### src/rtl/mux_pkg.sv
// mux_pkg
//   Shared definitions for the stream_mux block:
//     sel_w()          - index width for a channel count, never below 1 bit
//     MUX_MAX_CHANNELS - largest supported channel count
//     out_state_t      - EMPTY/FULL encoding of the output register
package mux_pkg;

  localparam int MUX_MAX_CHANNELS = 16;

  typedef enum logic {
    OUT_EMPTY = 1'b0,
    OUT_FULL  = 1'b1
  } out_state_t;

  // $clog2(1) is 0, which would give a zero-width index vector.
  function automatic int sel_w(input int n);
    return (n <= 1) ? 1 : $clog2(n);
  endfunction

endpackage

### src/rtl/mux_arbiter.sv
// mux_arbiter
//   Purely combinational channel arbiter for stream_mux.
//   Build option: STREAM_MUX_ROUND_ROBIN_EN defined selects round-robin search
//   starting after Last; undefined selects fixed priority (lowest index wins).
//   Ports:
//     Req       in   per-channel request (DValid)
//     Last      in   index of the most recently granted channel
//     ForceEn   in   restrict the candidate set to channel Select
//     Select    in   forced channel index (values >= Channels match nothing)
//     GntOneHot out  one-hot grant, all zero when nothing is granted
//     GntIdx    out  index of the granted channel
//     GntValid  out  a channel was granted
module mux_arbiter
  import mux_pkg::*;
#(
  parameter int Channels   = 4,
  parameter int SelectSize = sel_w(Channels)
) (
  input  logic [Channels-1:0]   Req,
  input  logic [SelectSize-1:0] Last,
  input  logic                  ForceEn,
  input  logic [SelectSize-1:0] Select,
  output logic [Channels-1:0]   GntOneHot,
  output logic [SelectSize-1:0] GntIdx,
  output logic                  GntValid
);

`ifdef STREAM_MUX_ROUND_ROBIN_EN
  localparam bit RoundRobin = 1'b1;
`else
  localparam bit RoundRobin = 1'b0;
`endif

  logic [Channels-1:0] cand;

  // With ForceEn the only possible candidate is channel Select; an
  // out-of-range Select matches no k, so the set is empty.
  always_comb begin
    cand = '0;
    for (int k = 0; k < Channels; k++) begin
      cand[k] = Req[k] & (~ForceEn | (int'(Select) == k));
    end
  end

  // One search loop serves both builds: fixed priority is a round-robin
  // search whose starting pointer is pinned at Channels-1, so the scan
  // order is 0, 1, 2, ...
  always_comb begin
    int base;
    int k;
    GntIdx   = '0;
    GntValid = 1'b0;
    base     = RoundRobin ? int'(Last) : (Channels - 1);
    k        = 0;
    for (int i = 1; i <= Channels; i++) begin
      k = (base + i) % Channels;
      if (!GntValid && cand[k]) begin
        GntValid = 1'b1;
        GntIdx   = SelectSize'(k);
      end
    end
  end

  always_comb begin
    GntOneHot = '0;
    for (int j = 0; j < Channels; j++) begin
      GntOneHot[j] = GntValid & (int'(GntIdx) == j);
    end
  end

endmodule

### src/rtl/stream_mux.sv
// stream_mux
//   N-to-1 valid/ready stream multiplexer with a registered output stage.
//   Arbitration is fixed priority by default, round-robin when the macro
//   STREAM_MUX_ROUND_ROBIN_EN is defined. ForceEn steers to one channel.
//   Ports:
//     Clk, Reset  clock and synchronous active-high reset
//     DIn         flattened channel data, channel k at [k*DataWidth +: DataWidth]
//     DValid      per-channel valid
//     DReady      per-channel accept, at most one bit high
//     ForceEn     only channel Select may be granted
//     Select      forced channel index
//     DOut        registered output word
//     OValid      DOut holds a word
//     OReady      consumer accepts DOut
//     Grant       channel index that produced DOut
module stream_mux
  import mux_pkg::*;
#(
  parameter int DataWidth  = 8,
  parameter int Channels   = 4,
  parameter int SelectSize = sel_w(Channels)
) (
  input  logic                          Clk,
  input  logic                          Reset,
  input  logic [Channels*DataWidth-1:0] DIn,
  input  logic [Channels-1:0]           DValid,
  output logic [Channels-1:0]           DReady,
  input  logic                          ForceEn,
  input  logic [SelectSize-1:0]         Select,
  output logic [DataWidth-1:0]          DOut,
  output logic                          OValid,
  input  logic                          OReady,
  output logic [SelectSize-1:0]         Grant
);

  out_state_t            state_p0;
  logic [SelectSize-1:0] last_p0;

  logic                  load;
  logic                  accept;
  logic [Channels-1:0]   gnt_onehot;
  logic [SelectSize-1:0] gnt_idx;
  logic                  gnt_vld;
  logic [DataWidth-1:0]  win_data;

  mux_arbiter #(
    .Channels   (Channels),
    .SelectSize (SelectSize)
  ) u_arb (
    .Req       (DValid),
    .Last      (last_p0),
    .ForceEn   (ForceEn),
    .Select    (Select),
    .GntOneHot (gnt_onehot),
    .GntIdx    (gnt_idx),
    .GntValid  (gnt_vld)
  );

  assign OValid = (state_p0 == OUT_FULL);

  // The output register can take a new word when it is empty or when its
  // current word leaves this cycle, so a steady OReady gives no bubbles.
  assign load   = ~OValid | OReady;
  assign accept = load & gnt_vld & ~Reset;
  assign DReady = accept ? gnt_onehot : '0;

  always_comb begin
    win_data = '0;
    for (int k = 0; k < Channels; k++) begin
      if (gnt_onehot[k]) win_data = DIn[k*DataWidth +: DataWidth];
    end
  end

  // ---- stage p0: output register and arbiter pointer ----
  always_ff @(posedge Clk) begin
    if (Reset) begin
      state_p0 <= OUT_EMPTY;
      DOut     <= '0;
      Grant    <= '0;
      last_p0  <= SelectSize'(Channels - 1);
    end else if (load) begin
      if (gnt_vld) begin
        state_p0 <= OUT_FULL;
        DOut     <= win_data;
        Grant    <= gnt_idx;
        last_p0  <= gnt_idx;
      end else begin
        // DOut and Grant keep their last values while empty.
        state_p0 <= OUT_EMPTY;
      end
    end
  end

endmodule

### config.mk
export PLATFORM = sky130hd
export DESIGN_NAME = stream_mux
export DESIGN_NICKNAME = d
export VERILOG_FILES = /design/src/rtl/mux_pkg.sv /design/src/rtl/mux_arbiter.sv /design/src/rtl/stream_mux.sv
export SDC_FILE = /design/constraint.sdc
export NUM_CORES = 1
export LEC_CHECK = 0
export BUFFER_PORTS_ARGS = -buffer_cell sky130_fd_sc_hd__buf_2
export CORE_UTILIZATION = 32
export CTS_CLUSTER_DIAMETER = 30
export CTS_CLUSTER_SIZE = 12
export DETAILED_ROUTE_END_ITERATION = 6
export PLACE_DENSITY = 0.72
export REMOVE_ABC_BUFFERS = 1
export SETUP_SLACK_MARGIN = 0.3
export SYNTH_ARGS = -nofsm -noshare
export SYNTH_HDL_FRONTEND = slang
export SYNTH_SLANG_ARGS = --single-unit
### constraint.sdc
create_clock -name Clk -period 3.13 [get_ports Clk]
set_input_delay 0.313 -clock Clk [delete_from_list [all_inputs] [get_ports Clk]]
set_output_delay 0.313 -clock Clk [all_outputs]
set_load 0.02 [all_outputs]
After elaboration in Yosys (flattened, before gate mapping)
Index checks and enable logic that the tools add are counted.
Cells by class
  mux-type cells: 13
  equality and inequality tests: 6
  reduce and logical (&&, ||, !) cells: 9
  bitwise operators: 18
Operator list (number)
  $mux W8: 4
  $and A1 B1 Y1: 10
  $eq A2 B2 Y1 const B: 4
  $mux W1: 6
  $or A1 B1 Y1: 5
  $eq A2 B1 Y1 const B: 2
  $logic_not A2 Y1: 2
  $mux W2: 2
  $mux W4: 1
  $logic_and A1 B1 Y1: 3
  $logic_not A1 Y1: 3
  $not A1 Y1: 3
  $reduce_and A2 Y1: 1
Word-level totals
  bits in registers: 11
  logic and storage cells: 49
  input bits: 42
  output and inout bits: 15

Longest topological paths before layout
  depth after elaboration: 19
  gate-level depth with buffers: 6
  mapped depth without buffers: 4

By module
From an unflattened synthesis, not the netlist that was laid out.
Second synthesis, totals
  cell total of the unflattened synthesis: 120
  area, all modules: 912.1 µm²
Modules (own cells, without submodules)
  stream_mux: area each 784.5 µm², instances 1, cells an instance 99, seq. area each 260.2 µm²
  mux_arbiter: area each 127.6 µm², instances 1, cells an instance 21, seq. area each 0.0 µm²

Least setup slack after synthesis
No wires, ideal clock.
  path type: input -> output
  from: in ForceEn
  to: out DReady[0]
  arrival time: 1.358 ns
  buffers on the path: 1
  required time: 2.817 ns
  setup slack: 1.459 ns
  stages on the path: 5
  cell sequence: buf_4 -> or4b_4 -> o221a_2 -> o21ai_1 -> nor2b_1
Between the ends
  cells in the longest elaborated chain, start to end: 16
  elaborated cells on any way between the ends: 27
  those cells by class: 8 x mux; 12 x bitwise; 7 x reduce/logical
RTL lines
  start: declaration: RTL line stream_mux.sv:28  | input logic ForceEn,
  $not A1 Y1 (*): RTL line mux_arbiter.sv:41  | cand[k] = Req[k] & (~ForceEn | (int'(Select) == k));
  $or A1 B1 Y1: RTL line mux_arbiter.sv:41
  $and A1 B1 Y1: RTL line mux_arbiter.sv:41
  $mux W1: RTL line mux_arbiter.sv:57  | if (!GntValid && cand[k]) begin
  $logic_not A1 Y1: RTL line mux_arbiter.sv:57
  $logic_and A1 B1 Y1: RTL line mux_arbiter.sv:57
  $mux W1: RTL line mux_arbiter.sv:57
  $logic_not A1 Y1: RTL line mux_arbiter.sv:57
  $logic_and A1 B1 Y1: RTL line mux_arbiter.sv:57
  $mux W1: RTL line mux_arbiter.sv:57
  $logic_not A1 Y1: RTL line mux_arbiter.sv:57
  $logic_and A1 B1 Y1: RTL line mux_arbiter.sv:57
  $mux W2 / $mux W1 (equally long branches): RTL line mux_arbiter.sv:57
  $logic_not A2 Y1 / $and A1 B1 Y1 (equally long branches): RTL line mux_arbiter.sv:67, stream_mux.sv:64
  $and A1 B1 Y1, on equally long branches: RTL line mux_arbiter.sv:67, stream_mux.sv:64
  $mux W4 (*): RTL line stream_mux.sv:65  | assign DReady = accept ? gnt_onehot : '0;
  end: declaration: RTL line stream_mux.sv:27  | output logic [Channels-1:0] DReady,
Mark *: on every way between the ends. The rest lies on a longest branch, timed or not.

Worst setup path after layout
  from: reg state_p0 (netlist: OValid)
  to: out DReady[0]
Between the ends
  cells in the longest elaborated chain, start to end: 5
RTL lines
  start: declaration: RTL line stream_mux.sv:36  | out_state_t state_p0;
  start signal: assignment: RTL line stream_mux.sv:77  | state_p0 <= OUT_EMPTY;
  start signal: assignment: RTL line stream_mux.sv:83  | state_p0 <= OUT_FULL;
  start signal: assignment: RTL line stream_mux.sv:89  | state_p0 <= OUT_EMPTY;
  $not A1 Y1: RTL line stream_mux.sv:63  | assign load = ~OValid | OReady;
  $or A1 B1 Y1: RTL line stream_mux.sv:63
  $and A1 B1 Y1 (2 in series): RTL line stream_mux.sv:64  | assign accept = load & gnt_vld & ~Reset;
  $mux W4: RTL line stream_mux.sv:65
No other way between the ends.

==> metrics.csv <==
metric,value,unit
Std-Cell Rows,18,
Worst-Margin Slew,681,ps
most crowded layer after global routing,met2,
GRT Total Usage,19.1,%
Fmax achieved,0.466,GHz
"most used cell, CP",nor2b_1,
met1 Use GR,22.1,%
min Tclk post-route,2150,ps
slowest cell on the critical path,nor2b_1,
H-tree Lvls,1,
Worst setup SP type,flop,
fin worst setup slack,985,ps
Layout Nets,193,
Post-Syn Area per Cell,8.73,sq um
max_cap viols,0,
pwr dens,353,mW/mm^2
hold endpoint,OValid,
I/O Buffers,56,
CP Class,reg -> out,
main flop type after synthesis,dfxtp_1,
chip height,53.5,um
reg2reg path depth,4,
post-synth cell types,37,
core footprint,0.00250,sq mm
layout cells sized above 1,44.7,%
max_slew headroom,54.5,%
clock-pin slew on the worst setup and hold paths,70,ps
Yosys warnings,0,
# setup viols final,0,
Synth async-reset ratio,0,%
HP Class,in -> reg,
final hold violations,0,
post-synthesis instance area,847,sq um
hold_buf cts,0,
Worst Hold Depth,2,
largest net degree at the start of global routing,19,
cts bufs inserted,3,
Critical Path Sink Type,primary output,
# clock sinks,11,
Crit Reg-Reg Endpoint,DOut[1],
hpwl dp,1930,um
drt via density,5.77,
initial antenna violation count,0,
fin. max-slew vios,0,
Layout Skew,1.35,ps
CP required,2820,ps
met3 Usage GRT,6.32,%
ant diodes,0,
DR pass1 iterations,5,
worst skew pair latency,280,ps
first-pass GRT wire length,3920,um
CTS tree,done,
worst-path fanout max,11,
reg2reg setup slack,1370,ps
Routed Antenna Nets,0,
initial core utilization,33.9,%
Routed WL,2600,um
CP max stage delay,570,ps
via count,1038,
fin crit share,68.5,%
fillers,257,
P_leak,0.587,nW
worst r2r src,OValid,
CP arrival,1830,ps
unrepaired setup endpoints after global routing,no,
post-CTS sizing,0,
peak supply drop,167,uV
number of flops mapped to enable cells by yosys,0,
Post-route DRC,0,
layout overhead on the synthesized area,34.7,%
Longest Clk Path Bufs,2,
Overflow after GRT,0,
Place WS,1080,ps
"Seq/Total Area, Yosys",26.0,%
HP Start,Reset,
Ports,57,
DR iter-0 viols,58,
crit path cell chain,nor2b_1 -> nor2_1 -> o21ai_1 -> nor2b_1 -> buf_2,
crit path from,OValid,
"FF+latch count, synth",11,
"Setup Fix Bufs, Post-CTS",0,
vias in the first global route,884,
Synth Instances,97,
DIE WIDTH,53.5,um
Avg WL per Cell,14.4,um
die area,0.00286,sq mm
Setup TNS,0,ps
GPL Wtd Cong,0.776,
CTS root buffer,clkbuf_4,
met2 GRT Util,32.5,%
outcome,"complete, no violations",
power breakdown:
part           leakage (nW)  switching, W  internal, W
logic                 0.481     0.0000809    0.0000576
clock network        0.0150     0.0000528    0.0000495
registers            0.0906    0.00000851     0.000154
total                 0.587      0.000142     0.000261
cell families (layout without fill, tap and decap cells):
kind of cell	Yosys count	in the layout	share of synthesized area, %
buffers and inverters	19	72	11.2
flip-flops	11	11	26.0
multiplexers	1	1	1.18
AO/OA/AOI/OAI	39	39	40.6
AND/OR/NAND/NOR	27	27	21.0
metrics by stage:
stage	utilization (%)	instance area (sq um)	std cells	total power, W	hold slack, ps
finish	45.6	1140	180	0.000403	265
global route	45.6	1140	180	0.000422	269
CTS	45.6	1140	180	0.000405	257
detailed placement	44.6	1110	176	0.000304	441
global placement	44.6	1110	176	0.000300	438
floorplan	-	797	90	0.000242	382
cells in the mapped netlist, types with 2 or more instances:
cell type  count  area [sq um]
dfxtp_1       11           220
o21a_1         2          15.0
nand2_1        3          11.3
inv_1         12          45.0
a41oi_1        8          70.1
o21ai_1        2          10.0
clkbuf_1       2          7.51
o221ai_1       8          70.1
and2_1         2          12.5
nor2b_1        3          18.8
and3_1         8          50.1
a222oi_1       8          80.1
nor2_1         4          15.0
critical path: cells and delay by family (launching register included):
| kind | cells | cell delay, ps |
|---|---|---|
| AOI/OAI and AO/OA | 1 | 200 |
| buffers and inverters | 1 | 160 |
| DFF | 1 | 350 |
| and+or+nand+nor | 3 | 860 |
state kept, by name (all words and copies together), names as in the netlist:
register and cells:
DOut 8, Grant 2, OValid 1
routing by layer:
layer	vias to the layer above	wire length, um	part of all wire (%)
li1	506	-	-
met1	485	1060	41
met2	43	1340	52
met3	4	182	7.0
met4	0	13	0.50
met5	-	0	0
how the worst max path moves through the flow:
stage	end	slack [ps]	depth (start not counted)
floorplan	DReady[3]	1430	4
finish	DReady[0]	980	5
detailed placement	DReady[3]	1080	6
global route	DReady[2]	840	5
global placement	DReady[3]	1130	6
CTS	DReady[0]	980	5
layout make-up:
cell class	instances	area, sq um	share of cell area (%)
Sequential cell	11	220	19.3
Multi-Input combinational cell	67	532	46.6
Tap cell	30	37.5	3.29
Clock buffer	4	26.3	2.30
Timing Repair Buffer	56	280	24.6
Inverter	12	45.0	3.95
cell usage in the layout, fill, tap and decap left out, types with 2 or more instances in the layout:
cell and count:
clkbuf_4 3, a41oi_1 8, buf_2 56, inv_1 12, nor2_1 4, dfxtp_1 11
o221ai_1 8, nor2b_1 3, o21ai_1 2, a222oi_1 8, nand2_1 3, and3_1 8
and2_1 2, o21a_1 2
(Power assumes the default switching activity.)
